$ cat src/rtl/ad_fifo_pkg.sv
// Shared helpers for the ADC sample-packing FIFO: width/depth derivation
// and the layout of one stored memory entry.
package ad_fifo_pkg;

  // Ceiling log2; returns 0 for values of 0 or 1.
  function automatic int clog2(input int value);
    int r;
    for (r = 0; (1 << r) < value; r++) begin
    end
    return r;
  endfunction

  // Packed word width for a given sample width and pack factor.
  function automatic int wsize_of(input int dsize, input int pack);
    return dsize * pack;
  endfunction

  // Number of buffer entries for a given address width.
  function automatic int depth_of(input int asize);
    return 1 << asize;
  endfunction

  // Each memory entry is {word, tag}; the partial-word tag sits in bit 0.
  localparam int TAG_BIT = 0;

endpackage

$ cat src/rtl/ad_sample_packer.sv
// Collects PACK consecutive samples into one word (first sample in the MSBs)
// and emits a push when the word completes or when a flush forces out a
// partial word, left-justified and tagged.
module ad_sample_packer
  import ad_fifo_pkg::*;
#(
  parameter int DSIZE = 10,
  parameter int PACK  = 2,
  localparam int WSIZE = wsize_of(DSIZE, PACK)
) (
  input  logic             clk,
  input  logic             rst,
  input  logic             wreq,
  input  logic [DSIZE-1:0] wdata,
  input  logic             flush,
  output logic             push,
  output logic [WSIZE-1:0] push_word,
  output logic             push_tag
);

  // Counter is wide enough to hold PACK itself (samples including this cycle).
  localparam int CW = clog2(PACK + 1);
  localparam logic [CW-1:0] PACK_C = CW'(PACK);
  localparam logic [CW-1:0] LAST_C = CW'(PACK - 1);

  logic [CW-1:0]    pcnt_reg, pcnt_next;
  logic [CW-1:0]    cnt, free;
  logic [WSIZE-1:0] word_reg, word_next;
  logic [WSIZE-1:0] shifted, word_cur;

  // With a single sample per word there is nothing older to keep.
  generate
    if (PACK == 1) begin : g_single
      assign shifted = wdata;
    end else begin : g_multi
      assign shifted = {word_reg[WSIZE-DSIZE-1:0], wdata};
    end
  endgenerate

  // Next-state and push decode; a completing sample wins over flush.
  always_comb begin
    word_cur  = wreq ? shifted : word_reg;
    cnt       = pcnt_reg + CW'(wreq);
    free      = PACK_C - cnt;
    push      = 1'b0;
    push_tag  = 1'b0;
    push_word = word_cur;
    pcnt_next = cnt;
    word_next = word_cur;
    if (wreq && (pcnt_reg == LAST_C)) begin
      push      = 1'b1;
      pcnt_next = '0;
      word_next = '0;
    end else if (flush && (cnt != '0)) begin
      // Samples sit in the low slots; move them up to the MSB end.
      push      = 1'b1;
      push_tag  = 1'b1;
      pcnt_next = '0;
      word_next = '0;
      for (int i = 0; i < PACK; i++) begin
        if (CW'(i) < free) begin
          push_word = push_word << DSIZE;
        end
      end
    end
  end

  // Pack counter and shift register.
  always_ff @(posedge clk) begin
    if (rst) begin
      pcnt_reg <= '0;
      word_reg <= '0;
    end else begin
      pcnt_reg <= pcnt_next;
      word_reg <= word_next;
    end
  end

endmodule

$ cat src/rtl/ad_pack_fifo.sv
// Single-clock ADC sample-packing FIFO: packer front end feeding a
// DEPTH-entry word buffer with registered read, fill level and flags.
module ad_pack_fifo
  import ad_fifo_pkg::*;
#(
  parameter int DSIZE = 10,
  parameter int PACK  = 2,
  parameter int ASIZE = 4,
  parameter int AFULL = 12,
  localparam int WSIZE = wsize_of(DSIZE, PACK),
  localparam int DEPTH = depth_of(ASIZE)
) (
  input  logic             clk,
  input  logic             rst,
  input  logic             wreq,
  input  logic [DSIZE-1:0] wdata,
  input  logic             flush,
  input  logic             ovf_clr,
  input  logic             rreq,
  output logic [WSIZE-1:0] rdata,
  output logic             rvalid,
  output logic             rpartial,
  output logic             empty,
  output logic             full,
  output logic             almost_full,
  output logic [ASIZE:0]   level,
  output logic             overflow
);

  localparam logic [ASIZE:0] DEPTH_L = (ASIZE + 1)'(DEPTH);
  localparam logic [ASIZE:0] AFULL_L = (ASIZE + 1)'(AFULL);

  logic             push;
  logic [WSIZE-1:0] push_word;
  logic             push_tag;
  logic [WSIZE:0]   entry;

  logic [WSIZE:0]   mem [DEPTH];
  logic [ASIZE-1:0] wptr_reg, rptr_reg;
  logic [ASIZE:0]   level_reg, level_next;
  logic             empty_reg, full_reg, afull_reg, ovf_reg;
  logic [WSIZE-1:0] rdata_reg;
  logic             rvalid_reg, rpartial_reg;
  logic             do_push, do_pop;

  ad_sample_packer #(
    .DSIZE (DSIZE),
    .PACK  (PACK)
  ) u_packer (
    .clk       (clk),
    .rst       (rst),
    .wreq      (wreq),
    .wdata     (wdata),
    .flush     (flush),
    .push      (push),
    .push_word (push_word),
    .push_tag  (push_tag)
  );

  // A pop in the same cycle never makes room for a push into a full buffer.
  assign do_push = push && !full_reg;
  assign do_pop  = rreq && !empty_reg;
  assign entry   = {push_word, push_tag};

  // Level after this edge; flags are all derived from it so they agree.
  always_comb begin
    level_next = level_reg + (ASIZE + 1)'(do_push) - (ASIZE + 1)'(do_pop);
  end

  // Word storage write port (no reset so it maps onto block RAM).
  always_ff @(posedge clk) begin
    if (do_push) begin
      mem[wptr_reg] <= entry;
    end
  end

  // Registered read port; rdata/rpartial hold when nothing is popped.
  always_ff @(posedge clk) begin
    if (rst) begin
      rdata_reg    <= '0;
      rpartial_reg <= 1'b0;
      rvalid_reg   <= 1'b0;
    end else begin
      rvalid_reg <= do_pop;
      if (do_pop) begin
        rdata_reg    <= mem[rptr_reg][WSIZE:TAG_BIT+1];
        rpartial_reg <= mem[rptr_reg][TAG_BIT];
      end
    end
  end

  // Pointers, level, status flags and sticky overflow.
  always_ff @(posedge clk) begin
    if (rst) begin
      wptr_reg  <= '0;
      rptr_reg  <= '0;
      level_reg <= '0;
      empty_reg <= 1'b1;
      full_reg  <= 1'b0;
      afull_reg <= 1'b0;
      ovf_reg   <= 1'b0;
    end else begin
      if (do_push) wptr_reg <= wptr_reg + 1'b1;
      if (do_pop)  rptr_reg <= rptr_reg + 1'b1;
      level_reg <= level_next;
      empty_reg <= (level_next == '0);
      full_reg  <= (level_next == DEPTH_L);
      afull_reg <= (level_next >= AFULL_L);
      if (push && full_reg) begin
        ovf_reg <= 1'b1;
      end else if (ovf_clr) begin
        ovf_reg <= 1'b0;
      end
    end
  end

  assign rdata       = rdata_reg;
  assign rvalid      = rvalid_reg;
  assign rpartial    = rpartial_reg;
  assign empty       = empty_reg;
  assign full        = full_reg;
  assign almost_full = afull_reg;
  assign level       = level_reg;
  assign overflow    = ovf_reg;

endmodule

$ cat config.mk
export PLATFORM = sky130hd
export DESIGN_NAME = ad_pack_fifo
export DESIGN_NICKNAME = d
export VERILOG_FILES = /design/src/rtl/ad_fifo_pkg.sv /design/src/rtl/ad_sample_packer.sv /design/src/rtl/ad_pack_fifo.sv
export SDC_FILE = /design/constraint.sdc
export NUM_CORES = 1
export LEC_CHECK = 0
export ABC_AREA = 1
export CAP_MARGIN = 10
export CORE_AREA = 2 2 205 207
export DETAILED_ROUTE_END_ITERATION = 7
export DIE_AREA = 0 0 207 209
export DONT_BUFFER_PORTS = 1
export PLACE_DENSITY = 0.6
export RECOVER_POWER = 25
export SYNTH_ARGS = -nofsm -noshare
export SYNTH_HDL_FRONTEND = slang
export SYNTH_SLANG_ARGS = --single-unit
export TNS_END_PERCENT = 100
$ cat constraint.sdc
create_clock -name clk -period 3.91 [get_ports clk]
set_input_delay 0.391 -clock clk [delete_from_list [all_inputs] [get_ports clk]]
set_output_delay 0.391 -clock clk [all_outputs]
set_load 0.01 [all_outputs]
### Yosys cells after proc, flatten, opt, wreduce, memory -nomap -nowiden

Memories as Yosys holds them, arrays and structs flattened. A register that Yosys moved wholly into a read port is not among the register bits.
Cells that the tools add are included.

| operators by class | value |
|---|---|
| add/sub/neg operators | 6 |
| order comparisons | 3 |
| equality and inequality tests | 2 |
| multiplexer cells | 12 |
| reduce and logical (&&, ||, !) cells | 11 |

Operator list:

| operator | count |
|---|---|
| $mux 20 | 5 |
| $add 4x1->4 const B | 2 |
| $mux 1 | 7 |
| $add 5x1->5 | 1 |
| $eq 5x5->1 const B | 1 |
| $ge 5x4->1 const B | 1 |
| $logic_and 1x1->1 | 5 |
| $logic_not 5->1 | 1 |
| $sub 5x1->5 | 1 |
| $lt 1x2->1 const A | 2 |
| $reduce_bool 2->1 | 2 |
| $reduce_or 3->1 | 1 |
| $add 2x1->2 | 1 |
| $eq 2x1->1 const B | 1 |
| $logic_not 1->1 | 2 |
| $sub 2x2->2 const A | 1 |

| storage, ports and cells | value |
|---|---|
| flip-flop bits (word level) | 40 |
| RAM bits | 336 |
| bits of input ports | 16 |
| word-level logic and storage cells | 45 |
| memories kept | 1 |

Memories:

| memory | depth | bits a word | read ports | clocked after Yosys merged registers in | write ports | line | source |
|---|---|---|---|---|---|---|---|
| mem | 16 | 21 | 1 | 1 | 1 | ad_pack_fifo.sv:38 | `logic [WSIZE:0] mem [DEPTH];` |

### Logic depth before layout (Yosys ltp)

| depth | value |
|---|---|
| depth in word-level cells | 9 |
| mapped depth | 17 |
| mapped depth without buffers | 17 |

### Modules after synthesis

From an unflattened synthesis, not the netlist that was laid out.

| unflattened totals | value |
|---|---|
| cell total of the unflattened synthesis | 1,532 |
| area total of the unflattened synthesis | 16,430.8 sq um |

Modules (own cells, without submodules):

| module | instances | cells each | area each (sq um) | seq. area each (sq um) |
|---|---|---|---|---|
| ad_pack_fifo | 1 | 1,342 | 15,167.0 | 10,870.4 |
| ad_sample_packer | 1 | 190 | 1,263.7 | 440.4 |

### Worst setup path after synthesis

OpenSTA, ideal clock, no wires.

| timing path | value |
|---|---|
| kind | in2reg |
| start | in wreq |
| end | reg empty_reg, in the netlist empty |
| setup time | 0.122 ns |
| data arrival time | 2.809 ns |
| required time | 3.788 ns |
| path slack | 0.980 ns |
| stages | 17 |
| path buffers | 0 |
| path through | ha_1 -> xnor2_1 -> ha_1 -> nor2_1 -> inv_1 -> a21oi_4 -> inv_2 -> ha_1 -> inv_1 -> ha_1 -> inv_1 -> fa_1 -> o21ai_0 -> or2_2 -> nand3_1 -> inv_1 -> a21oi_1 |

| on the way | value |
|---|---|
| cells in the longest elaborated chain, start to end | 9 |
| elaborated cells between the ends (all ways) | 10 |
| those cells by class | add/sub: 3; mux: 2; reduce/logical: 5 |

Ends and longest elaborated chain:

| element | line | source |
|---|---|---|
| start: declaration | ad_pack_fifo.sv:15 | `input logic wreq,` |
| $add 2x1->2 | ad_sample_packer.sv:43 | `cnt = pcnt_reg + CW'(wreq);` |
| $reduce_bool 2->1 | ad_sample_packer.sv:54 | `end else if (flush && (cnt != '0)) begin` |
| $logic_and 1x1->1 | ad_sample_packer.sv:54 |  |
| $mux 1 | ad_sample_packer.sv:54 |  |
| $mux 1 * | ad_sample_packer.sv:50 | `if (wreq && (pcnt_reg == LAST_C)) begin` |
| $logic_and 1x1->1 * | ad_pack_fifo.sv:61 | `assign do_push = push && !full_reg;` |
| $add 5x1->5 * | ad_pack_fifo.sv:67 | `level_next = level_reg + (ASIZE + 1)'(do_push) - (ASIZE + 1)'(do_pop);` |
| $sub 5x1->5 * | ad_pack_fifo.sv:67 |  |
| $logic_not 5->1 * | ad_pack_fifo.sv:106 | `empty_reg <= (level_next == '0);` |
| end signal: assignment | ad_pack_fifo.sv:106 |  |
| end: declaration | ad_pack_fifo.sv:41 | `logic empty_reg, full_reg, afull_reg, ovf_reg;` |

Mark *: on every way between the ends. The rest lies on a longest branch, timed or not.
A chain may end at the register's enable or synchronous reset.

### Worst setup path after layout

| timing path | value |
|---|---|
| start | reg empty_reg, in the netlist empty |
| end | reg rdata_reg[11], in the netlist rdata[11] (read register of mem) |

| on the way | value |
|---|---|
| cells in the longest elaborated chain, start to end | 2 |

Ends and longest elaborated chain:

| element | line | source |
|---|---|---|
| $logic_not 1->1 | ad_pack_fifo.sv:62 | `assign do_pop = rreq && !empty_reg;` |
| $logic_and 1x1->1 | ad_pack_fifo.sv:62 |  |
| end: declaration | ad_pack_fifo.sv:42 | `logic [WSIZE-1:0] rdata_reg;` |

Every way passes these cells.

==> metrics.md <==
| Metric | Value |
|---|---|
| CP Cell Sequence | `nor2_1 -> clkbuf_1 -> nand3_1 -> nand2_1 -> inv_1` |
| Num ports | `47` |
| Synthesis-to-finish area growth | `11.7%` |
| Register share of total power | `46.3%` |
| Share of the yosys chip area belonging to registers | `69.7%` |
| Final setup violation count | `0` |
| Relative slew slack | `-64.9%` |
| Cells after synthesis | `1459` |
| Total GRT Usage | `17.8%` |
| Die area | `0.0433 mm2` |
| Drt drc | `0` |
| Hold Violations, Final | `0` |
| Clk slew on worst S/H paths | `0.06 ns` |
| Hold Crit Class | `in -> reg` |
| Die height | `209 um` |
| Largest family of logic cells by synthesized area | `simple AND/OR/NAND/NOR gates` |
| Net load switching power | `3.15 mW` |
| Setup repair after global routing missed its margin | `false` |
| Drt pass-1 iters | `7` |
| Nets | `1497` |
| Worst-skew pair later-pin latency | `0.54 ns` |
| Synth top area share | `62.2%` |
| Avg Inst Size Synth | `11.1 um2` |
| Depth of the CTS H-tree | `2` |
| Failing checks | `max-capacitance violations, max-slew violations` |
| Layout cell share with drive strength beyond 1 | `8.01%` |
| Synth Register Bits | `397` |
| Final Wtd Congestion | `0.780` |
| Post-Syn Nets | `1489` |
| Initial antenna violation count | `0` |
| Yosys warns | `0` |
| Crit Path Category | `reg -> reg` |
| CP Launch Type | `register` |
| Post-synthesis mux area share | `1.23%` |
| GRT Residual Overflow | `0` |
| PortBufs | `0` |
| Filler Cells Inserted | `3820` |
| Status | `complete, but fails checks` |
| Commonest non-fill, non-tap cell in the layout | `nand2_1` |
| CTS tree | `built` |
| Yosys top cell by area | `edfxtp_1` |
| Die Wd | `207 um` |
| Dpl cell area | `0.0168 mm2` |
| Post-CTS Resized | `0` |
| Synth Area in Adders | `1.13%` |
| Power density over the cells | `601 mW/mm2` |
| Final Instance Area | `0.0181 mm2` |
| Slowest cell delay on critical path | `1.78 ns` |
| Arrival time worst endpoint | `3.69 ns` |
| Initial core utilization | `39.3%` |
| Clk pwr share | `35.4%` |
| Setup TNS after final layout | `0 ns` |
| Vias per cell | `5.13` |
| Number of flip-flops in the largest register | `336` |
| Vias | `10400` |
| Sequential cell area | `0.0113 mm2` |
| Worst slew pin tran | `2.47 ns` |
| Post-Synth XOR/XNOR Area | `0.270%` |
| CP endpoint kind | `register` |
| Final worst path period share | `83.5%` |
| Multi-input gate area | `0.00421 mm2` |
| Simple-gate share of the synthesized area | `22.0%` |
| CP required | `4.33 ns` |
| Netlist cell types | `30` |
| CTS max path bufs | `3` |
| Largest net degree at the start of global routing | `97` |
| Remaining antenna violation count | `0` |
| Tmin final | `3.27 ns` |
| Hold Buf Count CTS | `4` |
| Mapped Area | `0.0162 mm2` |
| CTS buffer count | `42` |
| Placement Rows | `75` |
| Switching share of power | `29.0%` |
| Max-Cap Viols | `1` |
| Clk_skew | `0.0176 ns` |
| Compound-Gate Fraction of Synth Area | `1.10%` |
| Critical Path Fanout Max | `46` |
| Post-DP HPWL | `22.2 mm` |
| ANT cells | `0` |
| Synth top area cells | `edfxtp_1 62%, nand2_1 11%, nand3_1 8.6%, dfxtp_1 7.5%, nor2_1 2.1%` |
| CP bufs+invs | `2` |
| Crit path max-delay cell type | `clkbuf_1` |
| CTS sink cnt | `397` |
| CP top delay family | `buffers and inverters` |
| CTS root buffer | `clkbuf_16` |
| F_max | `306 MHz` |
| Vias in the first global route | `9821` |
| Routed len/inst | `18.9 um` |
| Core area | `0.0413 mm2` |
| Routed WL | `38.5 mm` |
| Most frequent cells in the layout | `465 x nand2_1, 336 x edfxtp_1, 279 x nand3_1` |
| Postcts setup bufs | `0` |
| Leakage | `6.90 nW` |
| Iteration-0 DRC count of the detailed router | `841` |
| First-pass GRT wire length | `59.5 mm` |
| Worst vdd ir | `361 uV` |
| Slew Viols, Final | `47` |
| Logic pwr share | `18.3%` |
| Internal power | `7.73 mW` |
==> power by group through the flow <==
stage          Sequential, mW  Clock [mW]  Combinational (mW)
2_1_floorplan            5.09           0                1.49
3_3_place_gp             5.13           0                1.95
3_5_place_dp             5.13           0                1.98
4_1_cts                  5.04        3.93                2.01
5_1_grt                  5.06        4.08                2.24
6_report                 5.04        3.85                1.99
==> cell usage after synthesis, drive strengths merged <==
master	count
clkbuf	16
edfxtp	336
nand2	466
buf	66
a21oi	13
mux2i	20
o22ai	10
nand3	279
xnor2	2
nor2	90
or2	11
nor4	1
dfxtp	61
clkinv	2
xor2	3
inv	61
o21ai	7
ha	13
nor3	1
fa	1
==> final cells by class <==
| cell class | count | area share, % |
|---|---|---|
| multi-input combinational | 917 | 23.2 |
| clock inverter | 27 | 1.28 |
| tap | 539 | 3.72 |
| inverter | 63 | 1.32 |
| sequential | 397 | 62.5 |
| timing repair buffer | 46 | 1.90 |
| clock buffer | 49 | 6.06 |
==> worst reg2reg max path, stage by stage (launching register included) <==
cell and delay (ns):
dfxtp_1 0.34, nor2_1 0.22, clkbuf_1 1.78, nand3_1 0.59
nand2_1 0.18, inv_1 0.05
==> metal layers <==
metal  GRT usage [%]  share of wire, %  routed length [um]
met2            28.2                46               17700
met3            2.63               6.0                2300
met4            6.75               3.3                1280
met5               0                 0                   0
met1            25.1                45               17200
==> cells by family (layout without fill, tap and decap cells) <==
logic type	count (synthesis)	after routing
buffers and inverters	145	185
AND/OR/NAND/NOR	848	848
multiplexers	20	20
XOR/XNOR	5	5
AO/OA/AOI/OAI	30	30
flip-flops	397	397
adder cells (fa/ha/maj)	14	14
==> per-stage QoR <==
step	setup slack [ns]	power (mW)	utilization [%]	hold WS, ns	std cells
final	0.644	10.9	43.9	0.0234	2038
after global routing	0.408	11.4	43.9	0.0129	2038
after CTS	0.744	11.0	44.0	0.00429	2038
after detailed placement	0.658	7.12	40.6	0.465	1958
after global placement	0.696	7.09	40.6	0.464	1958
after floorplan	0.980	6.57	-	0.456	1459
==> worst paths after layout <==
| path | from | to | slack [ns] | depth (start not counted) |
|---|---|---|---|---|
| worst max-delay path | empty$_SDFF_PP1_ | rdata[11]$_SDFFE_PP0P_ | 0.64 | 5 |
| worst min-delay path | rst | rdata[11]$_SDFFE_PP0P_ | 0.02 | 3 |
| worst max register to register | empty$_SDFF_PP1_ | rdata[11]$_SDFFE_PP0P_ | 0.64 | 5 |
| worst min register to register | u_packer.word_reg[11]$_SDFF_PP0_ | u_packer.word_reg[11]$_SDFF_PP0_ | 0.50 | 2 |
Note: power is estimated with default switching activity, not from simulation.
